**config.mk**
```make
export PLATFORM = sky130hd
export DESIGN_NAME = qualified_event_counter_flat
export DESIGN_NICKNAME = d
export VERILOG_FILES = /design/src/rtl/qec_pkg.sv /design/src/rtl/qec_if.sv /design/src/rtl/qec_qualifier.sv /design/src/rtl/qualified_event_counter.sv /design/src/flat_wrapper.sv
export SDC_FILE = /design/constraint.sdc
export NUM_CORES = 1
export LEC_CHECK = 0
export CAP_MARGIN = 30
export CORE_MARGIN = 1
export CORE_UTILIZATION = 46
export CTS_CLUSTER_DIAMETER = 40
export DETAILED_ROUTE_END_ITERATION = 8
export GPL_TIMING_DRIVEN = 1
export PLACE_DENSITY = 0.8
export SETUP_SLACK_MARGIN = 0.15
export SYNTH_ARGS = -nofsm -noshare
export SYNTH_HDL_FRONTEND = slang
export SYNTH_SLANG_ARGS = --single-unit
```
**constraint.sdc**
```tcl
create_clock -name clk -period 2.25 [get_ports clk]
set_input_delay 0.3375 -clock clk [delete_from_list [all_inputs] [get_ports clk]]
set_output_delay 0.3375 -clock clk [all_outputs]
set_load 0.02 [all_outputs]
```
**src/rtl/qec_pkg.sv**
```systemverilog
// Shared encodings for the qualified event counter: reduction modes,
// counter FSM states and the bound/edge behaviour selectors.
package qec_pkg;

  // Reduction applied to the qualifier vector
  localparam logic [1:0] QEC_AND = 2'b00;
  localparam logic [1:0] QEC_OR  = 2'b01;
  localparam logic [1:0] QEC_XOR = 2'b10;
  localparam logic [1:0] QEC_MAJ = 2'b11;

  // Counter FSM: free counting, or parked on a bound in saturate mode
  typedef logic [0:0] qec_state_t;
  localparam qec_state_t RUN  = 1'b0;
  localparam qec_state_t HELD = 1'b1;

  // Bound behaviour
  localparam int SAT_WRAP = 0;
  localparam int SAT_HOLD = 1;

  // Qualifier sensitivity
  localparam int EDGE_LEVEL = 0;
  localparam int EDGE_RISE  = 1;

endpackage

```
**src/rtl/qec_if.sv**
```systemverilog
// Control/status bundle between the surrounding control logic (master)
// and the qualified event counter (slave).
interface qec_if #(
  parameter int WIDTH = 5,
  parameter int N_IN  = 3
) ();

  logic             en;
  logic [N_IN-1:0]  in_vec;
  logic [1:0]       sel_mode;
  logic             up_dn;
  logic             load;
  logic [WIDTH-1:0] load_val;
  logic [WIDTH-1:0] limit;
  logic [WIDTH-1:0] counter;
  logic             d;
  logic             tc;
  logic             sat;
  logic             ovf;

  modport master (
    output en, in_vec, sel_mode, up_dn, load, load_val, limit,
    input  counter, d, tc, sat, ovf
  );

  modport slave (
    input  en, in_vec, sel_mode, up_dn, load, load_val, limit,
    output counter, d, tc, sat, ovf
  );

endinterface

```
**src/rtl/qec_qualifier.sv**
```systemverilog
// Combinational reduction of the qualifier vector to a single qualified
// event bit: AND, OR, odd parity or strict majority.
module qec_qualifier
  import qec_pkg::*;
#(
  parameter int N_IN = 3
) (
  input  logic [N_IN-1:0] in_vec,
  input  logic [1:0]      sel_mode,
  output logic            qual
);

  localparam int CW = $clog2(N_IN + 1);

  logic [CW-1:0] ones;

  // Population count feeding the majority vote
  always_comb begin
    ones = '0;
    for (int i = 0; i < N_IN; i++) begin
      ones = ones + CW'(in_vec[i]);
    end
  end

  // Mode select; majority needs strictly more than half the inputs set
  always_comb begin
    qual = 1'b0;
    case (sel_mode)
      QEC_AND: qual = &in_vec;
      QEC_OR:  qual = |in_vec;
      QEC_XOR: qual = ^in_vec;
      QEC_MAJ: qual = (ones > CW'(N_IN / 2));
      default: qual = 1'b0;
    endcase
  end

endmodule

```
**src/rtl/qualified_event_counter.sv**
```systemverilog
// Up/down event counter against a programmable inclusive limit, with
// wrap or saturate at the bounds, sticky overflow and a terminal-count
// pulse. Events come from a reduced qualifier vector, level or edge.
module qualified_event_counter
  import qec_pkg::*;
#(
  parameter int WIDTH     = 5,
  parameter int N_IN      = 3,
  parameter int SAT_MODE  = SAT_WRAP,
  parameter int EDGE_MODE = EDGE_LEVEL
) (
  input logic clk,
  input logic rst,
  qec_if.slave bus
);

  logic             qual;
  logic             qual_q;
  logic             d_q;
  logic             evt;
  logic             at_top;
  logic             at_bot;
  logic [WIDTH-1:0] count_q;
  logic [WIDTH-1:0] count_nxt;
  qec_state_t       state_q;
  qec_state_t       state_nxt;
  logic             tc_q;
  logic             tc_nxt;
  logic             ovf_q;
  logic             ovf_nxt;

  qec_qualifier #(.N_IN(N_IN)) u_qualifier (
    .in_vec   (bus.in_vec),
    .sel_mode (bus.sel_mode),
    .qual     (qual)
  );

  // A counter above a lowered limit is treated as sitting on the limit
  assign at_top = (count_q >= bus.limit);
  assign at_bot = (count_q == '0);

  // Qualified event: level, or rising edge against last cycle's qualifier
  always_comb begin
    if (EDGE_MODE == EDGE_RISE) evt = bus.en & qual & ~qual_q;
    else                        evt = bus.en & qual;
  end

  // Next count/state/flags: load beats event beats hold
  always_comb begin
    count_nxt = count_q;
    state_nxt = state_q;
    tc_nxt    = 1'b0;
    ovf_nxt   = ovf_q;
    if (bus.load) begin
      count_nxt = (bus.load_val > bus.limit) ? bus.limit : bus.load_val;
      state_nxt = RUN;
      ovf_nxt   = 1'b0;
    end else if (evt) begin
      if (bus.up_dn) begin
        if (at_top) begin
          ovf_nxt = 1'b1;
          if (SAT_MODE == SAT_HOLD) begin
            state_nxt = HELD;
            tc_nxt    = (state_q == RUN);
          end else begin
            count_nxt = '0;
            tc_nxt    = 1'b1;
          end
        end else begin
          count_nxt = count_q + WIDTH'(1);
          state_nxt = RUN;
        end
      end else begin
        if (at_bot) begin
          ovf_nxt = 1'b1;
          if (SAT_MODE == SAT_HOLD) begin
            state_nxt = HELD;
            tc_nxt    = (state_q == RUN);
          end else begin
            count_nxt = bus.limit;
            tc_nxt    = 1'b1;
          end
        end else begin
          count_nxt = count_q - WIDTH'(1);
          state_nxt = RUN;
        end
      end
    end
  end

  // State registers; the qualifier pipeline runs regardless of en
  always_ff @(posedge clk) begin
    if (!rst) begin
      count_q <= '0;
      state_q <= RUN;
      tc_q    <= 1'b0;
      ovf_q   <= 1'b0;
      qual_q  <= 1'b0;
      d_q     <= 1'b0;
    end else begin
      count_q <= count_nxt;
      state_q <= state_nxt;
      tc_q    <= tc_nxt;
      ovf_q   <= ovf_nxt;
      qual_q  <= qual;
      d_q     <= qual;
    end
  end

  assign bus.counter = count_q;
  assign bus.d       = d_q;
  assign bus.tc      = tc_q;
  assign bus.sat     = (state_q == HELD);
  assign bus.ovf     = ovf_q;

endmodule

```
**src/flat_wrapper.sv**
```systemverilog
// flat-port wrapper written by rule: the top's interface ports become plain ports
module qualified_event_counter_flat import qec_pkg::*;
#(
  parameter int WIDTH     = 5,
  parameter int N_IN      = 3,
  parameter int SAT_MODE  = SAT_WRAP,
  parameter int EDGE_MODE = EDGE_LEVEL
)
  (clk, rst, bus_en, bus_in_vec, bus_sel_mode, bus_up_dn, bus_load, bus_load_val, bus_limit, bus_counter, bus_d, bus_tc, bus_sat, bus_ovf);
  qec_if #(.WIDTH(WIDTH), .N_IN(N_IN)) bus_i ();
  input logic clk;
  input logic rst;
  input wire logic [$bits(bus_i.en)-1:0] bus_en;
  input wire logic [$bits(bus_i.in_vec)-1:0] bus_in_vec;
  input wire logic [$bits(bus_i.sel_mode)-1:0] bus_sel_mode;
  input wire logic [$bits(bus_i.up_dn)-1:0] bus_up_dn;
  input wire logic [$bits(bus_i.load)-1:0] bus_load;
  input wire logic [$bits(bus_i.load_val)-1:0] bus_load_val;
  input wire logic [$bits(bus_i.limit)-1:0] bus_limit;
  output wire logic [$bits(bus_i.counter)-1:0] bus_counter;
  output wire logic [$bits(bus_i.d)-1:0] bus_d;
  output wire logic [$bits(bus_i.tc)-1:0] bus_tc;
  output wire logic [$bits(bus_i.sat)-1:0] bus_sat;
  output wire logic [$bits(bus_i.ovf)-1:0] bus_ovf;
  assign bus_i.en = bus_en;
  assign bus_i.in_vec = bus_in_vec;
  assign bus_i.sel_mode = bus_sel_mode;
  assign bus_i.up_dn = bus_up_dn;
  assign bus_i.load = bus_load;
  assign bus_i.load_val = bus_load_val;
  assign bus_i.limit = bus_limit;
  assign bus_counter = bus_i.counter;
  assign bus_d = bus_i.d;
  assign bus_tc = bus_i.tc;
  assign bus_sat = bus_i.sat;
  assign bus_ovf = bus_i.ovf;
  qualified_event_counter #(.WIDTH(WIDTH), .N_IN(N_IN), .SAT_MODE(SAT_MODE), .EDGE_MODE(EDGE_MODE)) u_core (.clk(clk), .rst(rst), .bus(bus_i));
endmodule
```
==> flow_results.org <==
** Outcome
- Run status :: finished, final reports clean

** Cells and area
- In the final layout, the share of cells above drive strength 1 is 17.9%.
- Filler cell count in the final layout :: 126
- Area added between synthesis and finish :: 50.8%
- At the end of the flow, the number of nets in the layout was 182.
- The repair_antennas step left the layout with diodes totalling 0.

** Timing
- The routed design could run at a clock period as short as 2.15 ns.
- Setup-violating endpoint count in the final report :: 0
- The number of max-slew violations in the final report is 0.
- Once routing completed, OpenROAD measured the worst setup slack at 0.101 ns.
- On the final layout, the worst clock skew is 0.0211 ns.
- The final-report hold violation count is 0.
- Setup repair after global routing could not meet its margin everywhere.
- Dividing the final minimum period by the clock period gives 95.5%.
- Timing would allow up to 465 MHz.

** Worst setup path
- The setup path with the least slack is of type reg -> reg.
- By instance count, the cell type seen most on the critical path is sky130_fd_sc_hd__a211oi_1.
- Worst setup path endpoint :: u_core.bus.counter[3]
- CP startpoint kind :: register
- The setup check on the worst reg-to-reg path leaves a slack of 0.10 ns.
- Launching element of the worst setup path :: u_core.bus.counter[0]
- Crit Reg-Reg Endpoint :: u_core.bus.counter[3]
- At the worst endpoint, the arrival time is roughly 2.3 ns.
- Traced cell by cell, the critical path runs through inv_1 -> ha_1 -> or4b_4 -> a211oi_1 -> a211oi_1 -> o32ai_1.
- On the worst path, the slowest cell contributes a delay of roughly 0.54 ns.
- For this design, the slowest cell found on the critical path is sky130_fd_sc_hd__or4b_4.
- At the worst endpoint, the required time is between 2 and 2.5 ns.
- Of all nets on the critical path, the largest fanout is 7.
- Capturing element type of the critical path :: register
- Number of cells on the worst reg-to-reg path :: 6
- Startpoint of the worst register-to-register path :: u_core.bus.counter[0]

** Floorplanning
- The initial utilization of the core area, before any placement, comes to 51.1%.
- Vertical die dimension :: 46.5 um
- The die is roughly 47 um wide.
- The floorplan has 15 rows.
- Core box area :: roughly 0.0018 mm2
- The floorplan step defined a die boundary enclosing 0.00216 mm2.
- During I/O placement, the number of pins put on the boundary was 29.

** Logic synthesis
- sky130_fd_sc_hd__ha_1 takes more of the synthesized area than any other cell.
- Sequential cell area fraction in the yosys report :: ~18%
- Number of warnings reported in the yosys synthesis log :: 0
- Syn avg cell area :: 8.43 um2
- Post-synth top area share :: 19.2%
- Cell Area, Synth :: 911 um2
- Largest cells by area after synthesis :: sky130_fd_sc_hd__ha_1 (19%), sky130_fd_sc_hd__dfxtp_1 (18%), sky130_fd_sc_hd__mux2i_1 (7.7%)
- The number of nets in the synthesized netlist is 143.
- Dominant register cell in the synthesized netlist :: sky130_fd_sc_hd__dfxtp_1
- Of all flip-flops after synthesis, the portion carrying an async set or reset was 0%.
- The cell count after synthesis came out at between 100 and 150.
- Number of flip-flops and latches in the synthesized netlist :: 8
- In this run, synthesis inferred 0 flip-flops with an integrated enable.
- Cell variety after synth :: 32

** Power and ir drop
- The analysis attributes to cell leakage a power of 0.591 nW.
- IR analysis of the VDD net gives a maximum drop of 0.000381 V.
- Power spread over the standard cell area amounts to ~460 mW/mm2.
- Final Total Pwr :: between 0.6 and 0.7 mW

** Global route
- Pin count of the biggest net entering global routing :: 10
- The initial antenna violation count came to 0.
- The number of global-route vias before repair is just under 900.
- Global routing used 26.1% of the available tracks.
- Overall overflow remaining after global route :: 0
- The first global-routing pass estimated 3860 um of wire.

** Detailed routing
- The pre-antenna-repair detailed-routing pass consisted of 4 iterations.
- In this run the remaining antenna-violating nets after routing total 0.
- Count of vias placed by the detailed router :: 986
- The detailed router finished its first iteration with 30 violations.
- Total wire length after detailed routing :: around 2700 um
- In the routed layout, each cell is associated on average with a via count of 5.80.
- Detail-routed net length per standard cell :: 15.6 um
- After detailed routing, the number of remaining DRC violations is 0.

** CTS
- CTS placed an instance of sky130_fd_sc_hd__clkbuf_4 at the clock tree root.
- Number of buffers created by CTS :: 3
- The clock passes through at most 2 buffers.
- In this run the number of H-tree levels came out at 1.
- The tree built by TritonCTS fans out to 8 sinks.
- Clock-pin transition on the worst setup and hold timing paths :: 0.07 ns
- Insertion delay to the later sink of the worst-skew pair :: roughly 0.27 ns
- Total of hold buffers inserted after clock tree synthesis :: 0
- TritonCTS clock tree :: done

** Run
- The tool flagged a number of max-cap violations equal to 0.

** Place
- At the end of routability-driven placement, the weighted congestion stood at 0.853.
- The count of buffers added on input and output ports is 27.
- Detailed placer's ending HPWL :: roughly 2000 um
- OpenSTA, run right after detailed placement, puts the worst setup slack at -0.0751 ns.

** Min path
- Source of the worst hold timing path :: bus_load_val[0]
- Hold Crit Class :: in -> reg
-- stage by stage --
stage	util, %	instances	TNS, ns	area, um2	hold slack [ns]
2_1_floorplan	-	108	0	911	0.483
3_3_place_gp	70.9	167	-0.132	1260	0.436
3_5_place_dp	70.9	167	-0.324	1260	0.445
4_1_cts	72.1	170	0	1290	0.452
5_1_grt	77.1	170	0	1370	0.466
6_report	77.1	170	0	1370	0.430
-- cells in the final DEF (no fill, tap or decap), drive strengths merged --
master and count:
a31oi 1, xor2 1, nor2 13, buf 12, a21oi 4, nand3b 1
o32ai 5, and3 2, o21ai 3, nor2b 2, conb 1, o31ai 1
and4 1, dfxtp 8, fa 1, nor3 1, nand2b 3, inv 11
mux2i 7, dlymetal6s2s 1, clkdlybuf4s50 26, ha 14, o31a 1, a211oi 8
nand2 3, xnor2 3, nor3b 1, a211o 2, clkbuf 3, or4b 1
nand3 3, mux2 1
-- flip-flops by register name, indices dropped and copies added (netlist names) --
name                cells
u_core.bus.ovf          1
u_core.bus.counter      5
u_core.bus.tc           1
u_core.bus.d            1
-- power breakdown --
group          total (mW)  internal (mW)  switching [mW]
Combinational       0.339          0.174           0.165
Sequential          0.175          0.155          0.0203
Clock               0.116         0.0613          0.0547
Total               0.630          0.390           0.240
-- worst max-delay path, delay by kind of cell, from the launching register on --
kind / cells / cell delay (ns)
AOI/OAI and AO/OA: 3 / 0.74
and+or+nand+nor: 1 / 0.54
DFF: 1 / 0.38
adders and majority gates: 1 / 0.23
buffers and inverters: 1 / 0.13
-- layout make-up --
type	instances	area [um2]	area share (%)
Clock buffer	3	22.5	1.64
Inverter	11	41.3	3.01
Multi-Input combinational cell	84	752	54.7
Sequential cell	8	160	11.7
Tap cell	25	31.3	2.28
Timing Repair Buffer	39	367	26.7
-- cell usage after synthesis, types with 2 or more instances --
cell type,number
sky130_fd_sc_hd__a211o_1,2
sky130_fd_sc_hd__a211oi_1,8
sky130_fd_sc_hd__a21oi_1,4
sky130_fd_sc_hd__and3_1,2
sky130_fd_sc_hd__buf_6,2
sky130_fd_sc_hd__dfxtp_1,8
sky130_fd_sc_hd__ha_1,14
sky130_fd_sc_hd__inv_1,11
sky130_fd_sc_hd__mux2i_1,7
sky130_fd_sc_hd__nand2_1,3
sky130_fd_sc_hd__nand2b_1,3
sky130_fd_sc_hd__nand3_1,3
sky130_fd_sc_hd__nor2_1,13
sky130_fd_sc_hd__nor2b_1,2
sky130_fd_sc_hd__o21ai_0,3
sky130_fd_sc_hd__o32ai_1,5
sky130_fd_sc_hd__xnor2_1,3
-- cell families (layout without fill, tap and decap cells) --
family	Yosys count	count (layout)	synth area share, %
other	1	1	0.412
DFF	8	8	17.6
muxes	8	8	8.93
AOI/OAI and AO/OA	25	25	21.3
xor gates and xnor gates	4	4	3.85
buffers and inverters	16	53	8.79
and+or+nand+nor	31	31	17.7
adders and majority gates	15	15	21.4
-- worst min path at each step --
stage	cells after the start	endpoint
finish	3	u_core.bus.counter[0]
global route	3	u_core.bus.counter[0]
CTS	2	u_core.bus.ovf
detailed placement	2	u_core.bus.ovf
global placement	2	u_core.bus.ovf
floorplan	1	u_core.bus.d
-- repair_timing --
item,4_1_cts,5_1_grt
gates resized for setup,0,13
buffers inserted,0,0
endpoints found under the setup margin,0,7
-- metal layers --
| metal | global-route usage, % | share of wire [%] |
|---|---|---|
| met3 | 8.63 | 5.1 |
| met4 | 12.9 | 4.7 |
| met2 | 40.3 | 49 |
| met1 | 31.9 | 41 |
| met5 | 0 | 0 |
Note: power is estimated with default switching activity, not from simulation.
